`config.mk`:
```
export PLATFORM = sky130hd
export DESIGN_NAME = stopwatch_display_scan
export DESIGN_NICKNAME = d
export VERILOG_FILES = /design/src/rtl/seg7_pkg.sv /design/src/rtl/seg7_decode.sv /design/src/rtl/stopwatch_display_scan.sv
export SDC_FILE = /design/constraint.sdc
export NUM_CORES = 1
export LEC_CHECK = 0
export ABC_AREA = 1
export BUFFER_PORTS_ARGS = -buffer_cell sky130_fd_sc_hd__buf_2
export CORE_MARGIN = 1.5
export CORE_UTILIZATION = 45
export DETAILED_ROUTE_END_ITERATION = 12
export PLACE_DENSITY_LB_ADDON = 0.1
export SYNTH_ARGS = -nofsm -noshare
export SYNTH_HDL_FRONTEND = slang
export SYNTH_SLANG_ARGS = --single-unit
```
`constraint.sdc`:
```
create_clock -name clk -period 6.2 [get_ports clk]
set_input_delay 1.24 -clock clk [delete_from_list [all_inputs] [get_ports clk]]
set_output_delay 1.24 -clock clk [all_outputs]
set_load 0.01 [all_outputs]
```
`src/rtl/seg7_pkg.sv`:
```
// Shared 7-segment constants and BCD-to-segment decode for the stopwatch display.
// Latency: n/a (constants and a combinational function only).
// Backpressure: n/a.
package seg7_pkg;

    // Segment patterns are {g, f, e, d, c, b, a}, active-low.
    localparam logic [6:0] SEG_0     = 7'b1000000;
    localparam logic [6:0] SEG_1     = 7'b1111001;
    localparam logic [6:0] SEG_2     = 7'b0100100;
    localparam logic [6:0] SEG_3     = 7'b0110000;
    localparam logic [6:0] SEG_4     = 7'b0011001;
    localparam logic [6:0] SEG_5     = 7'b0010010;
    localparam logic [6:0] SEG_6     = 7'b0000010;
    localparam logic [6:0] SEG_7     = 7'b1111000;
    localparam logic [6:0] SEG_8     = 7'b0000000;
    localparam logic [6:0] SEG_9     = 7'b0010000;
    localparam logic [6:0] SEG_DASH  = 7'b0111111;
    localparam logic [6:0] SEG_BLANK = 7'h7F;
    localparam logic [3:0] AN_OFF    = 4'hF;

    // Non-BCD nibbles render as a dash so corrupt counter data is visible.
    function automatic logic [6:0] bcd_to_seg(input logic [3:0] nib);
        logic [6:0] s;
        case (nib)
            4'd0:    s = SEG_0;
            4'd1:    s = SEG_1;
            4'd2:    s = SEG_2;
            4'd3:    s = SEG_3;
            4'd4:    s = SEG_4;
            4'd5:    s = SEG_5;
            4'd6:    s = SEG_6;
            4'd7:    s = SEG_7;
            4'd8:    s = SEG_8;
            4'd9:    s = SEG_9;
            default: s = SEG_DASH;
        endcase
        return s;
    endfunction

endpackage

```
`src/rtl/seg7_decode.sv`:
```
// Combinational BCD nibble to active-low 7-segment pattern.
// Latency: 0 cycles (pure combinational).
// Backpressure: none; output follows input continuously.
module seg7_decode
    import seg7_pkg::*;
(
    input  logic [3:0] nib,
    output logic [6:0] seg
);

    // Table lookup through the shared package function.
    always_comb begin
        seg = bcd_to_seg(nib);
    end

endmodule

```
`src/rtl/stopwatch_display_scan.sv`:
```
// Scans a 24-bit BCD time bus onto a 4-digit common-anode display, one digit per SCAN_DIV clocks.
// Latency: display follows idx by one edge; data_in reaches the display within 4*SCAN_DIV+1 cycles.
// Backpressure: none; data_in/page are sampled only at frame boundaries. Optional: LEADING_ZERO_BLANK_EN.
module stopwatch_display_scan
    import seg7_pkg::*;
#(
    parameter int SCAN_DIV = 50000,
    parameter int DIV_W    = 20
) (
    input  logic        clk,
    input  logic        reset,
    input  logic [23:0] data_in,
    input  logic        page,
    output logic [3:0]  an,
    output logic [6:0]  seg,
    output logic        dp
);

    logic [DIV_W-1:0] prescaler;
    logic             tick;
    logic [1:0]       idx;
    logic             active;
    logic [23:0]      snap;
    logic             page_q;

    logic [4:0]       nib_base;
    logic [3:0]       nib;
    logic [6:0]       seg_dec;
    logic [3:0]       an_nxt;
    logic [6:0]       seg_nxt;
    logic             dp_nxt;

    assign tick = (prescaler == DIV_W'(SCAN_DIV - 1));

    // Prescaler: free-running 0..SCAN_DIV-1 divider that sets the digit slot length.
    always_ff @(posedge clk) begin
        if (reset) begin
            prescaler <= '0;
        end else if (tick) begin
            prescaler <= '0;
        end else begin
            prescaler <= prescaler + 1'b1;
        end
    end

    // Digit index advances each slot; snapshot taken as idx wraps 3 -> 0 so a frame never tears.
    always_ff @(posedge clk) begin
        if (reset) begin
            idx    <= 2'd3;
            active <= 1'b0;
            snap   <= 24'h0;
            page_q <= 1'b0;
        end else if (tick) begin
            idx    <= idx + 2'd1;
            active <= 1'b1;
            if (idx == 2'd3) begin
                snap   <= data_in;
                page_q <= page;
            end
        end
    end

    // Page 1 shifts the window up by two digits (one byte) to show minutes/seconds.
    assign nib_base = {1'b0, page_q, 3'b000} + {1'b0, idx, 2'b00};
    assign nib      = snap[nib_base +: 4];

    seg7_decode u_dec (
        .nib (nib),
        .seg (seg_dec)
    );

    // Next-output decode for the current slot, including optional leading-zero blanking.
    always_comb begin
        an_nxt  = ~(4'b0001 << idx);
        seg_nxt = seg_dec;
        dp_nxt  = (idx != 2'd2);
`ifdef LEADING_ZERO_BLANK_EN
        if ((idx == 2'd3) && (nib == 4'd0)) begin
            an_nxt  = AN_OFF;
            seg_nxt = SEG_BLANK;
        end
`endif
    end

    // Registered outputs; held dark until the first slot after reset.
    always_ff @(posedge clk) begin
        if (reset || !active) begin
            an  <= AN_OFF;
            seg <= SEG_BLANK;
            dp  <= 1'b1;
        end else begin
            an  <= an_nxt;
            seg <= seg_nxt;
            dp  <= dp_nxt;
        end
    end

endmodule

```
Yosys cells after proc, flatten, opt, wreduce, memory -nomap -nowiden
Memory sizes are Yosys's and may differ from the RTL's. A register that Yosys moved wholly into a read port is not among the register bits.
Cells that the tools add are included.
{"block": "totals", "regBits": 53, "latch_bits": 0, "mem_bits_rw": 0, "mem_bits_ro": 112, "in_bits": 27, "output_inout_bits": 12, "elab_cells": 21, "mem_count": 1}
{"block": "op_classes", "add_sub_neg": 3, "multipliers": 0, "n_div": 0, "n_lt_le_gt_ge": 0, "eq_ne": 3, "n_shift": 2, "n_mux": 0, "n_bitwise": 1, "reduce_logical": 4}
{"name": "(name not given)", "words": 16, "width": 7, "rd": 1, "rd_ports_with_merged_regs": 1, "write_ports": 0, "line_no": "seg7_pkg.sv:24", "rtl": "case (nib)"}
{"cell": "24-bit by 6-bit variable part select with 4-bit output", "count": 1}
{"cell": "20-bit by 1-bit adder with 20-bit output (second input constant)", "count": 1}
{"cell": "20-bit by 16-bit equality test with 1-bit output (second input constant)", "count": 1}
{"cell": "4-bit by 4-bit adder with 5-bit output", "count": 1}
{"cell": "4-bit NOT", "count": 1}
{"cell": "1-bit by 2-bit left shift with 4-bit output (first input constant)", "count": 1}
{"cell": "2-bit by 1-bit adder with 2-bit output (second input constant)", "count": 1}
{"cell": "2-bit equality test (second input constant)", "count": 1}
{"cell": "2-bit inequality test (second input constant)", "count": 1}
{"cell": "2-bit AND reduction", "count": 1}
{"cell": "2-bit OR reduction", "count": 1}
{"cell": "1-bit logical NOT", "count": 1}
{"cell": "1-bit logical OR", "count": 1}

Depth between registers and ports, before layout
{"block": "logic_depth", "ltp_word": 2, "ltp_mapped": 14, "ltp_nobuf": 13}

Cells and area by module
From an unflattened synthesis, not the netlist that was laid out.
{"block": "unflattened", "cells_unflattened": 440, "area_unflattened_um2": 2986.6}
{"module": "stopwatch_display_scan", "instances": 1, "cells_per_inst": 405, "area_each_um2": 2798.9, "seq_area_each_um2": 1181.1}
{"module": "seg7_decode", "instances": 1, "cells_per_inst": 35, "area_each_um2": 187.7, "seq_area_each_um2": 0.0}

Least setup slack after synthesis
No wires, ideal clock.
{"block": "synth_path", "kind": "register to register", "from": "register idx[1]", "to": "register seg[3]", "setup_time_ps": 130, "arrival_time_ps": 1834, "required_ps": 6070, "setup_slack_ps": 4236, "stages_incl_launch_ff": 12, "n_path_buf": 0, "synth_period_minus_slack_ps": 1964, "path_cell_list": "dfxtp_1 > ha_1 > inv_1 > nand2_1 > a21oi_1 > o21ai_0 > nand2_1 > inv_1 > ha_1 > nand3_1 > nand3_1 > nand3_1"}
{"block": "synth_via", "elab_chain_cells": 2}
{"element": "start, declared", "line_no": "stopwatch_display_scan.sv:21", "rtl": "logic [1:0] idx;"}
{"element": "start signal, assigned", "line_no": "stopwatch_display_scan.sv:54", "rtl": "idx <= idx + 2'd1;"}
{"element": "4-bit by 4-bit adder with 5-bit output", "line_no": "stopwatch_display_scan.sv:64", "rtl": "assign nib_base = {1'b0, page_q, 3'b000} + {1'b0, idx, 2'b00};"}
{"element": "24-bit by 6-bit variable part select with 4-bit output", "line_no": "stopwatch_display_scan.sv:65", "rtl": "assign nib = snap[nib_base +: 4];"}
{"element": "end, declared", "line_no": "stopwatch_display_scan.sv:15", "rtl": "output logic [6:0] seg,"}
Every way passes these cells.
A chain may end at the register's enable or synchronous reset.

Worst setup path after layout
{"block": "layout_path", "from": "register idx[1]", "to": "register seg[0]"}
The elaborated chain is that of the path after synthesis.

==> metrics.cfg <==
[run_status]
status=complete, but fails checks
violations=DRC

[setup_path]
cp_data_required_time_ns=6.39
crit_top_cell=inv_1
crit_slowest_cell=ha_1
crit_chain=ha_1 > inv_1 > nand2_1 > inv_1 > nand2_1 > a21oi_1 > a21oi_1 > inv_1 > ha_1 > inv_1 > nand3_1 > nand3_1 > nand3_1
worstPathMaxFanout=6
critPathKind=reg -> reg
cp-end-kind=flip-flop
cp_slowest_stage_delay_ns=0.38
worstSetupStartpointType=flip-flop
critical_path_arrival_ns=2.61

[cts]
hold_buffers=0
clk_latency_ns=0.33
cts_tree=built
htree_levels=3
post_cts_resized=0
numCtsBuffers=9
clock_sinks=59
clk_pin_slew_ns=0.06
cts-root-buf=clkbuf_8
cts_setup_buffers=0
clk_path_buf_depth=2

[routing]
routed_wirelength_mm=6.06
vias=2629
drc=3
vias_per_cell=4.66
ant_nets=0
post_drt_wl_per_cell_um=10.7
dr.first_iter.drc_count=127
drt_pass1_iterations=8

[sta]
finalMaxSlewViolations=0
slew_headroom_pct=52.3
whs_ns=0.450
period_minus_slack_ns=2.42
fmax_mhz=412
hold_violations=0
clock_skew_ns=0.00791
setup_viol=0
timing.final.crit_share_pct=39.1
worst_pin_slew_ns=0.714
tns_ns=0
rsz0062_at_grt=false

[grt]
grt_max_degree=51
grt_overflow=0
grt_antenna_before_repair=0
grt_pass1_wl_mm=10.8
grt_pass1_vias=2433
gr-usage-all-layers_pct=18.8

[logic_synthesis]
netlist_area_um2=3020
synth_area_per_cell_um2=6.73
yosysWarnings=0
synth_top_cells_by_count=nand2_1, nor2_1, dfxtp_1, inv_1, nand3_1
seq_area_frac_synth_pct=39.2
postSynthCellCount=448
muxShareOfSynthArea_pct=0
synth_edf_count=0
synth_compound_area_share_pct=4.06
ys.flop_type=dfxtp_1
synth-xor-area-share_pct=1.74
synth.top_cell.area_share_pct=39.2
syn_nets=487
ys_ff_latch=59
yosys.area_share.simple_pct=38.6
ys_types=29
netlist_top_cells_area=dfxtp_1, nand2_1, nor2_1, inv_1, nand3_1
synth_most_common_cell=nand2_1
synth_top_family_by_area=simple AND/OR/NAND/NOR gates
synthAdderAreaFrac_pct=4.98
async_flop_share_pct=0
yosysTopAreaCell=dfxtp_1

[place]
port_buffers=38
gp_congestion=0.843
placed_area_um2=3210
place_hpwl_mm=4.34

[power]
seq_power_share_pct=53.3
p_leak_uw=0.00162
vdd_drop_max_uv=104
internal_power_uw=562
p_per_area_nw_per_um2=211
power.share.clock_pct=44.4
sw_frac_of_total_pct=21.4
p_comb_share_pct=2.2
p_total_uw=716
power.switching_uw=154

[die]
dieHeight_um=84.9
die_area_um2=7200
dieWidth_um=84.9
rows=29
coreArea_um2=6420
pin_count=39
start_util_pct=47.0

[min_path]
hold_path.class=reg -> reg

[run]
max-cap-violations=0

[cells_and_area]
drive_gt1_share_pct=15.0
diodes=0
multiInputGateArea_um2=1490
area_growth_pct=12.2
nNetsFinal=522
fill_cells=648
fin_util_pct=52.7
final_area_um2=3380
seqCellArea_um2=1180

-- flip-flops by register name (all words and copies together), names as in the netlist --
name and flops:
active 1, snap 24, idx 2, an 4, page_q 1, prescaler 20, seg 7
-- layout make-up --
| cell class | instances | area share, % |
|---|---|---|
| multi-input combinational | 309 | 44.0 |
| sequential | 59 | 34.9 |
| inverter | 66 | 7.32 |
| timing repair buffer | 38 | 5.62 |
| clock buffer | 13 | 4.99 |
| tap | 77 | 2.85 |
| clock inverter | 2 | 0.296 |
-- path summary, 6_finish.rpt --
path                            cells past startpoint      endpoint  slack, ns         start
worst min register to register                      1  prescaler[0]       0.45  prescaler[0]
worst min-delay path                                1  prescaler[0]       0.45  prescaler[0]
worst max register to register                     13        seg[0]       3.78        idx[1]
worst max-delay path                               13        seg[0]       3.78        idx[1]
-- metal layers --
metal | track usage (%) | routed length [µm] | up-vias | part of all wire [%]
li1 | - | - | 1442 | -
met4 | 9.39 | 152 | 0 | 2.5
met3 | 4.09 | 247 | 16 | 4.1
met5 | 0 | 0 | - | 0
met1 | 25.1 | 3030 | 1119 | 50
met2 | 28.7 | 2640 | 52 | 43
-- power groups by stage --
stage               registers [µW]  clock network (µW)  logic [µW]
global placement               390                   0        15.8
CTS                            382                 327        16.1
finish                         382                 318        15.8
floorplan                      390                   0        7.27
detailed placement             390                   0        16.0
global route                   382                 347        18.3
-- kinds of logic (layout without fill, tap and decap cells) --
group | Yosys count | in the layout
AND/OR/NAND/NOR | 269 | 269
buffers and inverters | 80 | 119
flip-flops | 59 | 59
AO/OA/AOI/OAI | 22 | 22
adder cells (fa/ha/maj) | 12 | 12
XOR/XNOR | 6 | 6
-- through the flow --
step / setup WS (ns) / std cells
final: 3.78 / 564
after global routing: 3.56 / 564
after CTS: 3.78 / 564
after detailed placement: 3.53 / 549
after global placement: 3.58 / 549
after floorplan: 4.24 / 448
-- critical path: cells and delay by family (launching register included) --
family                     cells  cell delay [ns]
AOI/OAI and AO/OA              2             0.42
adders and majority gates      2             0.60
buffers and inverters          4             0.45
DFF                            1             0.36
and+or+nand+nor                5             0.46
-- layout by cell type, fill, tap and decap left out, drive strengths merged --
cell type / count
a21oi: 14
clkinv: 2
o21ai: 6
nand4: 10
a21boi: 1
nand2: 124
ha: 12
nand3: 42
dfxtp: 59
inv: 66
nand3b: 1
buf: 38
o211ai: 1
nor2: 84
xor2: 6
nor4: 1
nor3: 6
clkbuf: 13
or2: 1
Power figures use the tool's default switching activity.
